$ cat config.mk
export PLATFORM = sky130hd
export DESIGN_NAME = hazard_ctrl_flat
export DESIGN_NICKNAME = d
export VERILOG_FILES = /design/src/rtl/hazard_pkg.sv /design/src/rtl/hazard_ctrl_if.sv /design/src/rtl/md_timer.sv /design/src/rtl/hazard_ctrl.sv /design/src/flat_wrapper.sv
export SDC_FILE = /design/constraint.sdc
export NUM_CORES = 1
export LEC_CHECK = 0
export CAP_MARGIN = 20
export CORE_AREA = 2 2 121 64
export CTS_BUF_LIST = sky130_fd_sc_hd__clkbuf_16
export DETAILED_ROUTE_END_ITERATION = 8
export DIE_AREA = 0 0 123 66
export HOLD_SLACK_MARGIN = 0.15
export PLACE_DENSITY = 0.53
export SLEW_MARGIN = 10
export SYNTH_ARGS = -nofsm -noshare
export SYNTH_HDL_FRONTEND = slang
export SYNTH_SLANG_ARGS = --single-unit
$ cat constraint.sdc
create_clock -name clk -period 2.7 [get_ports clk]
set_input_delay 0.27 -clock clk [delete_from_list [all_inputs] [get_ports clk]]
set_output_delay 0.27 -clock clk [all_outputs]
set_load 0.03 [all_outputs]
$ cat src/rtl/hazard_pkg.sv
// hazard_pkg
// Shared definitions for the pipeline hazard/stall controller.
//   REG_ZERO          : architectural register $0, which never causes a hazard
//   MD_CYCLES_DEFAULT : default busy time of the mult/div unit after issue
//   STALL_SAT_MAX     : value where the stall-cycle counter stops
//   md_state_e        : RUN when the mult/div unit is idle, MD_BUSY while it holds HI/LO
package hazard_pkg;

  localparam logic [4:0]  REG_ZERO          = 5'd0;
  localparam int          MD_CYCLES_DEFAULT = 32;
  localparam logic [31:0] STALL_SAT_MAX     = 32'hFFFF_FFFF;

  typedef enum logic {
    RUN     = 1'b0,
    MD_BUSY = 1'b1
  } md_state_e;

endpackage

$ cat src/rtl/hazard_ctrl_if.sv
// hazard_ctrl_if
// Bundles the signals between the pipeline and the hazard controller.
//   id_rs, id_rt            : source registers of the ID instruction
//   id_use_rs, id_use_rt    : the ID instruction really reads rs / rt
//   id_md_start             : the ID instruction is mult/multu/div/divu
//   id_hilo_use             : the ID instruction is mfhi/mflo/mthi/mtlo
//   ex_memread, ex_rt       : load in EX and its destination register
//   ex_branch_taken         : taken branch/jump resolved in EX
//   pc_write, ifid_write    : PC and IF/ID load enables
//   ifid_flush              : clear IF/ID to nop at the next edge
//   idex_stall              : bubble into ID/EX
//   md_issue, md_busy       : mult/div start pulse and busy flag
//   stall_cycles            : saturating count of stall (non-flush) cycles
// master = pipeline side, slave = hazard controller side.
interface hazard_ctrl_if;

  logic [4:0]  id_rs;
  logic [4:0]  id_rt;
  logic        id_use_rs;
  logic        id_use_rt;
  logic        id_md_start;
  logic        id_hilo_use;
  logic        ex_memread;
  logic [4:0]  ex_rt;
  logic        ex_branch_taken;
  logic        pc_write;
  logic        ifid_write;
  logic        ifid_flush;
  logic        idex_stall;
  logic        md_issue;
  logic        md_busy;
  logic [31:0] stall_cycles;

  modport master (
    output id_rs, id_rt, id_use_rs, id_use_rt, id_md_start, id_hilo_use,
           ex_memread, ex_rt, ex_branch_taken,
    input  pc_write, ifid_write, ifid_flush, idex_stall, md_issue, md_busy,
           stall_cycles
  );

  modport slave (
    input  id_rs, id_rt, id_use_rs, id_use_rt, id_md_start, id_hilo_use,
           ex_memread, ex_rt, ex_branch_taken,
    output pc_write, ifid_write, ifid_flush, idex_stall, md_issue, md_busy,
           stall_cycles
  );

endinterface

$ cat src/rtl/md_timer.sv
// md_timer
// Load/decrement counter modelling how long the mult/div unit occupies HI/LO.
//   clk, rst : clock and asynchronous active-high reset
//   load     : start of a new mult/div; reloads the counter with MD_CYCLES
//   busy     : counter is non-zero, i.e. the unit is still working
module md_timer
  import hazard_pkg::*;
#(
  parameter int MD_CYCLES = MD_CYCLES_DEFAULT,
  parameter int CNT_W     = 6
) (
  input  logic clk,
  input  logic rst,
  input  logic load,
  output logic busy
);

  logic [CNT_W-1:0] cnt_q;
  logic [CNT_W-1:0] cnt_d;

  // A new issue always wins, so a back-to-back mult/div restarts the full period.
  always_comb begin
    cnt_d = cnt_q;
    if (load) begin
      cnt_d = CNT_W'(MD_CYCLES);
    end else if (cnt_q != '0) begin
      cnt_d = cnt_q - CNT_W'(1);
    end
  end

  always_ff @(posedge clk or posedge rst) begin
    if (rst) begin
      cnt_q <= '0;
    end else begin
      cnt_q <= cnt_d;
    end
  end

  assign busy = (cnt_q != '0);

endmodule

$ cat src/rtl/hazard_ctrl.sv
// hazard_ctrl
// Decides each cycle whether the front of the pipeline holds, flushes or
// advances, and whether a bubble goes into ID/EX.
//   clk, rst : clock and asynchronous active-high reset
//   hif      : hazard_ctrl_if.slave carrying ID/EX hazard inputs and the
//              pc_write / ifid_write / ifid_flush / idex_stall / md_issue /
//              md_busy / stall_cycles outputs
module hazard_ctrl
  import hazard_pkg::*;
#(
  parameter int MD_CYCLES = MD_CYCLES_DEFAULT,
  parameter int CNT_W     = 6
) (
  input  logic         clk,
  input  logic         rst,
  hazard_ctrl_if.slave hif
);

  md_state_e   md_state;
  logic        md_busy;
  logic        load_use;
  logic        md_struct;
  logic        pc_write;
  logic        ifid_write;
  logic        ifid_flush;
  logic        idex_stall;
  logic        md_issue;
  logic [31:0] stall_cycles_q;
  logic [31:0] stall_cycles_d;

  md_timer #(
    .MD_CYCLES (MD_CYCLES),
    .CNT_W     (CNT_W)
  ) u_md_timer (
    .clk  (clk),
    .rst  (rst),
    .load (md_issue),
    .busy (md_busy)
  );

  // Hazard decode. Priority is reset, then flush, then load-use/structural
  // hold. Reset forces a bubble with everything frozen, independent of inputs.
  // A wrong-path mult/div under a flush is dropped, so it never issues.
  always_comb begin
    md_state  = md_busy ? MD_BUSY : RUN;
    load_use  = hif.ex_memread && (hif.ex_rt != REG_ZERO) &&
                ((hif.id_use_rs && (hif.id_rs == hif.ex_rt)) ||
                 (hif.id_use_rt && (hif.id_rt == hif.ex_rt)));
    md_struct = (md_state == MD_BUSY) && (hif.id_hilo_use || hif.id_md_start);

    pc_write   = 1'b1;
    ifid_write = 1'b1;
    ifid_flush = 1'b0;
    idex_stall = 1'b0;
    md_issue   = 1'b0;

    if (rst) begin
      pc_write   = 1'b0;
      ifid_write = 1'b0;
      idex_stall = 1'b1;
    end else if (hif.ex_branch_taken) begin
      ifid_flush = 1'b1;
      idex_stall = 1'b1;
    end else if (load_use || md_struct) begin
      pc_write   = 1'b0;
      ifid_write = 1'b0;
      idex_stall = 1'b1;
    end else begin
      md_issue = hif.id_md_start;
    end
  end

  // Flush bubbles are not counted: only real hold cycles are interesting.
  always_comb begin
    stall_cycles_d = stall_cycles_q;
    if (idex_stall && !ifid_flush && (stall_cycles_q != STALL_SAT_MAX)) begin
      stall_cycles_d = stall_cycles_q + 32'd1;
    end
  end

  always_ff @(posedge clk or posedge rst) begin
    if (rst) begin
      stall_cycles_q <= '0;
    end else begin
      stall_cycles_q <= stall_cycles_d;
    end
  end

  assign hif.pc_write     = pc_write;
  assign hif.ifid_write   = ifid_write;
  assign hif.ifid_flush   = ifid_flush;
  assign hif.idex_stall   = idex_stall;
  assign hif.md_issue     = md_issue;
  assign hif.md_busy      = md_busy;
  assign hif.stall_cycles = stall_cycles_q;

endmodule

$ cat src/flat_wrapper.sv
// flat-port wrapper written by rule: the top's interface ports become plain ports
module hazard_ctrl_flat import hazard_pkg::*;
#(
  parameter int MD_CYCLES = MD_CYCLES_DEFAULT,
  parameter int CNT_W     = 6
)
  (clk, rst, hif_id_rs, hif_id_rt, hif_id_use_rs, hif_id_use_rt, hif_id_md_start, hif_id_hilo_use, hif_ex_memread, hif_ex_rt, hif_ex_branch_taken, hif_pc_write, hif_ifid_write, hif_ifid_flush, hif_idex_stall, hif_md_issue, hif_md_busy, hif_stall_cycles);
  hazard_ctrl_if hif_i ();
  input  logic clk;
  input  logic rst;
  input wire logic [$bits(hif_i.id_rs)-1:0] hif_id_rs;
  input wire logic [$bits(hif_i.id_rt)-1:0] hif_id_rt;
  input wire logic [$bits(hif_i.id_use_rs)-1:0] hif_id_use_rs;
  input wire logic [$bits(hif_i.id_use_rt)-1:0] hif_id_use_rt;
  input wire logic [$bits(hif_i.id_md_start)-1:0] hif_id_md_start;
  input wire logic [$bits(hif_i.id_hilo_use)-1:0] hif_id_hilo_use;
  input wire logic [$bits(hif_i.ex_memread)-1:0] hif_ex_memread;
  input wire logic [$bits(hif_i.ex_rt)-1:0] hif_ex_rt;
  input wire logic [$bits(hif_i.ex_branch_taken)-1:0] hif_ex_branch_taken;
  output wire logic [$bits(hif_i.pc_write)-1:0] hif_pc_write;
  output wire logic [$bits(hif_i.ifid_write)-1:0] hif_ifid_write;
  output wire logic [$bits(hif_i.ifid_flush)-1:0] hif_ifid_flush;
  output wire logic [$bits(hif_i.idex_stall)-1:0] hif_idex_stall;
  output wire logic [$bits(hif_i.md_issue)-1:0] hif_md_issue;
  output wire logic [$bits(hif_i.md_busy)-1:0] hif_md_busy;
  output wire logic [$bits(hif_i.stall_cycles)-1:0] hif_stall_cycles;
  assign hif_i.id_rs = hif_id_rs;
  assign hif_i.id_rt = hif_id_rt;
  assign hif_i.id_use_rs = hif_id_use_rs;
  assign hif_i.id_use_rt = hif_id_use_rt;
  assign hif_i.id_md_start = hif_id_md_start;
  assign hif_i.id_hilo_use = hif_id_hilo_use;
  assign hif_i.ex_memread = hif_ex_memread;
  assign hif_i.ex_rt = hif_ex_rt;
  assign hif_i.ex_branch_taken = hif_ex_branch_taken;
  assign hif_pc_write = hif_i.pc_write;
  assign hif_ifid_write = hif_i.ifid_write;
  assign hif_ifid_flush = hif_i.ifid_flush;
  assign hif_idex_stall = hif_i.idex_stall;
  assign hif_md_issue = hif_i.md_issue;
  assign hif_md_busy = hif_i.md_busy;
  assign hif_stall_cycles = hif_i.stall_cycles;
  hazard_ctrl #(.MD_CYCLES(MD_CYCLES), .CNT_W(CNT_W)) u_core (.clk(clk), .rst(rst), .hif(hif_i));
endmodule
==> metrics.cfg, run 1 <==
[floorplan]
die_width_um=123
fp.dieH_um=66
die-area_um2=8118
start_util=0.2937
pin_count=61
rows=22
core_um2=7102

[placement]
place_congestion=0.7631
hpwl_um=3990
io_buffers=60

[sta]
finalSetupViolCount=0
drv_slew=0
fmax_ghz=0.3851
tightest_slew_ns=0.4976
fin_crit_sh=0.9618
grt_setup_unrepaired=false
max_slew_margin=0.6683
skew_ns=0.004807
timing_hold_violations_final=0
tns_ns=0
period_minus_slack_ns=2.597

[min_path]
hold_path_end=u_core.u_md_timer.cnt_q[4]
hold_depth=2
holdCritPathClass=register to register
hold_start=u_core.u_md_timer.cnt_q[4]

[routing]
vias=1669
drtIter0Drc=78
drt_first_pass_iters=4
drc=0
wl_um=5155
wl_per_cell_um=14.01
viasPerCell=4.535
ant_nets=0

[worst_setup_path]
start_kind=register
critPathMaxStageDelay_ns=0.60
path_max_fanout=4
arrival_ns=2.33
required_ns=2.43
worst-path-buf-inv=1
timing.rr.start=u_core.hif.stall_cycles[0]
r2r_cells=7
crit_family=compound AO/OA/AOI/OAI gates
path_cells=or3_4 -> o31a_1 -> a211o_1 -> clkdlybuf4s50_1
crit_type=register to output pin
r2r-end=u_core.hif.stall_cycles[31]
cp-end-kind=output pin
r2r_setup_slack_ns=0.40
cp_slowest_cell=clkdlybuf4s50_1

[synth]
synth_mux_area_frac=0.01500
synth-edff-count=0
syn_area_um2=2086
synth.distinct_cells=41
synth_compound_area_frac=0.04859
netlist.area_leader.share=0.4559
synth.avg_cell_area_um2=10.27
synthSimpleGateAreaFrac=0.2496
syn_nets=229
synthAdderAreaFrac=0.01800
async_flop_share=1.000
synth_seq_cells=38
synth_xor_area_frac=0.1806
synthesis.instances=203
yosys_warnings=0
ys_top_cells_by_area=dfrtp_1 (46%), xnor2_1 (15%), nand4_1 (5.1%)
synth_top_family_by_area=simple AND/OR/NAND/NOR gates
synth.yosys.seq_area_share=0.4559
synth_ff_type=dfrtp_1
yosys.area.top_type=dfrtp_1

[power]
peakVddDrop_v=0.0003808
design_power_total_uw=2166
cellLeakagePower_uw=0.001238
power_density_nw_per_um2=722.1

[clock_tree]
cts_root_buf=clkbuf_16
cts_buffer_depth=2
ctsResizeCount=0
clock_latency_ns=0.28
cts_buffers=5
cts_tree=yes
cts.sinks=38
cts_max_level=2
cts.clk_slew.worst_paths_ns=0.06
cts_setup_buffers=0
cts_hold_buf=0

[finish]
area_growth_pct=43.79
n_antenna_cell=0
layout-drive-gt1-share=0.1066
fin_nets=297
fillers=707

[global_route]
overflow=0
grt_pass1_wl_um=8887
grt_pass1_vias=1691
grt_max_degree=39
grt_antenna_before_repair=0
track_usage=0.1440

[run]
drv_cap=0

[outcome]
outcome=finished, final reports clean

report_power, final:
part           internal [uW]  total, uW  leakage (uW)  switching, uW
Combinational            303        627      0.000641            324
Clock                    526        752     0.0000915            226
Sequential               674        787      0.000505            113
Total                   1500       2170       0.00124            663
worst max path at each step:
stage,startpoint,to,slack (ns),cells past startpoint
finish,u_core.u_md_timer.cnt_q[2],hif_idex_stall,0.10,4
global route,u_core.u_md_timer.cnt_q[2],hif_idex_stall,0.03,4
CTS,u_core.u_md_timer.cnt_q[2],hif_idex_stall,0.09,4
detailed placement,hif_ex_rt[0],hif_idex_stall,0.12,5
global placement,hif_ex_rt[0],hif_idex_stall,0.15,5
floorplan,rst,hif_pc_write,0.34,6
tightest hold or removal path, cell delays in order (launching register included):
cell and delay, ns:
dfrtp_1 0.34, nand2_1 0.04, o21ai_0 0.06
sequential cells by signal (all words and copies together) (netlist names):
register	flops
u_core.u_md_timer.cnt_q	6
u_core.hif.stall_cycles	32
cells by family (layout without fill, tap and decap cells):
group / after synthesis / after routing
adder cells (fa/ha/maj): 3 / 3
buffers and inverters: 12 / 81
AO/OA/AOI/OAI: 13 / 13
multiplexers: 3 / 3
AND/OR/NAND/NOR: 91 / 91
XOR/XNOR: 43 / 43
flip-flops: 38 / 38
cells in the mapped netlist, types with 3 or more instances:
cell type   n
and2_1      4
xor2_1      7
nand3_1     6
inv_1       5
ha_1        3
nor3_1      3
nor2_1     15
and4_1      3
nand3_2     5
and3_1      8
nand4_1    17
xnor2_1    36
dfrtp_1    38
nand2_1    18
metal layers:
| metal | part of all wire | track usage |
|---|---|---|
| met3 | 0.053 | 0.04224 |
| met1 | 0.61 | 0.2395 |
| met5 | 0 | 0 |
| met2 | 0.33 | 0.1713 |
| met4 | 0.0070 | 0.02983 |
placed cells by master, fill, tap and decap left out, types with 2 or more instances in the layout:
cell,count
or3_1,2
nand3_2,5
nand3_1,6
a31oi_1,2
nor2b_1,2
o21ai_0,2
and4_1,3
dfrtp_1,38
nand4_1,17
xor2_1,7
nor3_1,3
inv_1,5
xnor2_1,36
and2_1,4
mux2i_1,2
nand2_1,18
a211oi_1,2
ha_1,3
buf_4,11
nor2_1,15
and3_1,8
clkbuf_16,5
clkdlybuf4s50_1,57
bufinv_16,2
area by class of cell:
class                   instances  area, um^2  area share
inverters                       5       18.77    0.006258
repair buffers                 68       653.1      0.2178
clock inverters                 3       63.81     0.02128
clock buffers                   5       125.1     0.04172
well taps                      96       120.1     0.04005
multi-input cells             153        1067      0.3559
flip-flops and latches         38       950.9      0.3171
through the flow:
stage / utilization / setup WS (ns) / hold slack (ns) / instance area (um^2) / cells
final: 0.4223 / 0.1032 / 0.4820 / 2999 / 368
after global routing: 0.4223 / 0.02830 / 0.5213 / 2999 / 368
after CTS: 0.4223 / 0.08503 / 0.4933 / 2999 / 368
after detailed placement: 0.3957 / 0.1179 / 0.4802 / 2810 / 360
after global placement: 0.3957 / 0.1450 / 0.4730 / 2810 / 360
after floorplan: - / 0.3384 / 0.4363 / 2086 / 203
No activity file was read; power rests on OpenSTA's default activity.
==> inputs of run 2 (changes only) <==
- CAP_MARGIN: 20 -> 10
- PLACE_DENSITY: 0.53 -> unset
==> run 2 against run 1 <==
Critical path type unchanged. Largest power group unchanged. Count of clock-buffer cells in the layout did not move. Global-route usage up 0.33 points. Combinational power about the same. Final cell count is 0.82% lower. Worst hold slack improved by 0.0059 ns. Clock power is 14% lower.
==> metrics.cfg, run 2 (synthesized netlist as in run 1, its figures left out) <==
[outcome]
outcome=finished, final reports clean  ; unchanged

[sta]
timing_hold_violations_final=0  ; unchanged
drv_slew=0  ; unchanged
max_slew_margin=0.6717  ; was 0.6683
finalSetupViolCount=0  ; unchanged
period_minus_slack_ns=2.521  ; was 2.597 ns
skew_ns=0.007071  ; was 0.004807 ns
fmax_ghz=0.3967  ; was 0.3851 GHz
tightest_slew_ns=0.4924  ; was 0.4976 ns
tns_ns=0  ; unchanged
fin_crit_sh=0.9337  ; was 0.9618
grt_setup_unrepaired=false  ; unchanged

[power]
switching_share=0.3193  ; was 0.3063
peakVddDrop_v=0.0003617  ; was 0.0003808 V
switchingPower_uw=657.5  ; was 663.4 uW
p_clk_frac=0.315  ; was 0.347
cellLeakagePower_uw=0.001217  ; was 0.001238 uW
p_comb_frac=0.305  ; was 0.289
power_density_nw_per_um2=693.5  ; was 722.1 nW/um^2
internal-power_uw=1402  ; was 1502 uW
seqPwrFrac=0.380  ; was 0.363

[routing]
ant_nets=0  ; unchanged
drc=0  ; unchanged
wl_um=5283  ; was 5155 um
drtIter0Drc=104  ; was 78
wl_per_cell_um=14.47  ; was 14.01 um
viasPerCell=4.605  ; was 4.535
drt_first_pass_iters=4  ; unchanged
vias=1681  ; was 1,669

[worst_setup_path]
cp-end-kind=output pin  ; unchanged
arrival_ns=2.25  ; was 2.33 ns
critPathLaunch=u_core.u_md_timer.cnt_q[2]  ; unchanged
r2r_setup_slack_ns=0.44  ; was 0.40 ns
path_max_fanout=4  ; unchanged
timing.critical_path.to=hif_md_issue  ; was hif_idex_stall
timing.rr.start=u_core.hif.stall_cycles[0]  ; unchanged
required_ns=2.43  ; about the same
r2r-end=u_core.hif.stall_cycles[21]  ; was u_core.hif.stall_cycles[31]
start_kind=register  ; unchanged
r2r_cells=7  ; unchanged
crit_type=register to output pin  ; unchanged

[finish]
final_cell_mix=clkdlybuf4s50_1 (56), dfrtp_1 (38), xnor2_1 (36)  ; was clkdlybuf4s50_1 (57), dfrtp_1 (38), xnor2_1 (36)
fin_cells=365  ; was 368
largest_reg_flops=32  ; unchanged
n_antenna_cell=0  ; unchanged
finish.utilization=0.4181  ; was 0.4223
postLayoutCellArea_um2=2969  ; was 2999 um^2
final_common_cell=clkdlybuf4s50_1  ; unchanged
fin_nets=295  ; was 297
area_growth_pct=42.35  ; was 43.79%
layout-drive-gt1-share=0.1004  ; was 0.1066

[clock_tree]
cts_max_level=2  ; unchanged
cts_tree=yes  ; unchanged
cts_root_buf=clkbuf_16  ; unchanged
cts.clk_slew.worst_paths_ns=0.06  ; about the same
cts_setup_buffers=0  ; unchanged
cts_hold_buf=0  ; unchanged
cts_buffers=5  ; unchanged
cts_buffer_depth=2  ; unchanged
cts.sinks=38  ; unchanged
clock_latency_ns=0.28  ; about the same

[global_route]
grt_pass1_wl_um=9163  ; was 8887 um
track_usage=0.1473  ; was 0.1440
grt_pass1_vias=1746  ; was 1,691
overflow=0  ; unchanged
grt_max_degree=39  ; unchanged
grt_antenna_before_repair=0  ; unchanged

[floorplan]
pin_count=61  ; unchanged
rows=22  ; unchanged
start_util=0.2937  ; unchanged
die_width_um=123  ; unchanged
core_um2=7102  ; unchanged
die-area_um2=8118  ; unchanged
fp.dieH_um=66  ; unchanged

[placement]
place_inst=358  ; was 360
io_buffers=60  ; unchanged
dpl_cell_area_um2=2795  ; was 2810 um^2
place_congestion=0.7842  ; was 0.7631
hpwl_um=4115  ; was 3990 um

[min_path]
hold_start=u_core.hif.stall_cycles[27]  ; was u_core.u_md_timer.cnt_q[4]
holdCritPathClass=register to register  ; unchanged

[run]
drv_cap=0  ; unchanged

run 2: cell count changes in the layout (fill, tap and decap cells not counted):
cell | before | now
a2bb2oi_1 | 1 | 0
a2bb2oi_2 | 0 | 1
buf_4 | 11 | 9
bufinv_16 | 2 | 1
clkdlybuf4s50_1 | 57 | 56
dlymetal6s2s_1 | 0 | 1
o21a_2 | 1 | 0
o21a_4 | 0 | 1
run 2: worst min path at each step:
stage                                  endpoint  cells past startpoint
global route        u_core.hif.stall_cycles[27]                      1
floorplan            u_core.u_md_timer.cnt_q[5]                      2
global placement     u_core.u_md_timer.cnt_q[4]                      2
finish              u_core.hif.stall_cycles[27]                      1
CTS                 u_core.hif.stall_cycles[27]                      1
detailed placement  u_core.hif.stall_cycles[10]                      1
run 2: layout make-up:
type | count | area [um^2]
fill | 696 | 4133
multi-input combinational | 153 | 1080
sequential | 38 | 950.9
timing repair buffer | 66 | 640.6
clock buffer | 5 | 125.1
tap | 96 | 120.1
clock inverter | 2 | 33.78
inverter | 5 | 18.77
run 2: what timing repair did:
action	in CTS	in global routing
gates resized for setup	1	2
setup endpoints to repair	2	3
gates cloned	0	0
run 2: power by group through the flow:
stage | sequential (uW) | clock (uW) | combinational, uW
3_5_place_dp | 792 | 0 | 628
5_1_grt | 804 | 692 | 694
4_1_cts | 784 | 660 | 631
3_3_place_gp | 793 | 0 | 619
2_1_floorplan | 878 | 0 | 309
6_report | 783 | 649 | 627
run 2: per-layer routing:
metal  track usage  routed length [um]  vias up
met2        0.1844                1900       33
met4       0.02983                  37        0
li1              -                   -      840
met1        0.2340                3087      803
met3       0.05000                 257        5
met5             0                   0        -
run 2: critical path, stage by stage, from the launching register on:
cell and delay (ns):
dfrtp_1 0.42, or3_4 0.42, o31a_1 0.38, a211o_1 0.29, nor2_1 0.25, buf_4 0.22
run 2: metrics by stage:
step	setup slack (ns)	total power [uW]	hold slack (ns)
2_1_floorplan	0.3384	1188	0.4363
3_3_place_gp	0.1355	1413	0.4687
3_5_place_dp	0.08869	1419	0.4818
4_1_cts	0.03453	2075	0.4946
5_1_grt	0.07610	2189	0.5213
6_report	0.1790	2059	0.4879
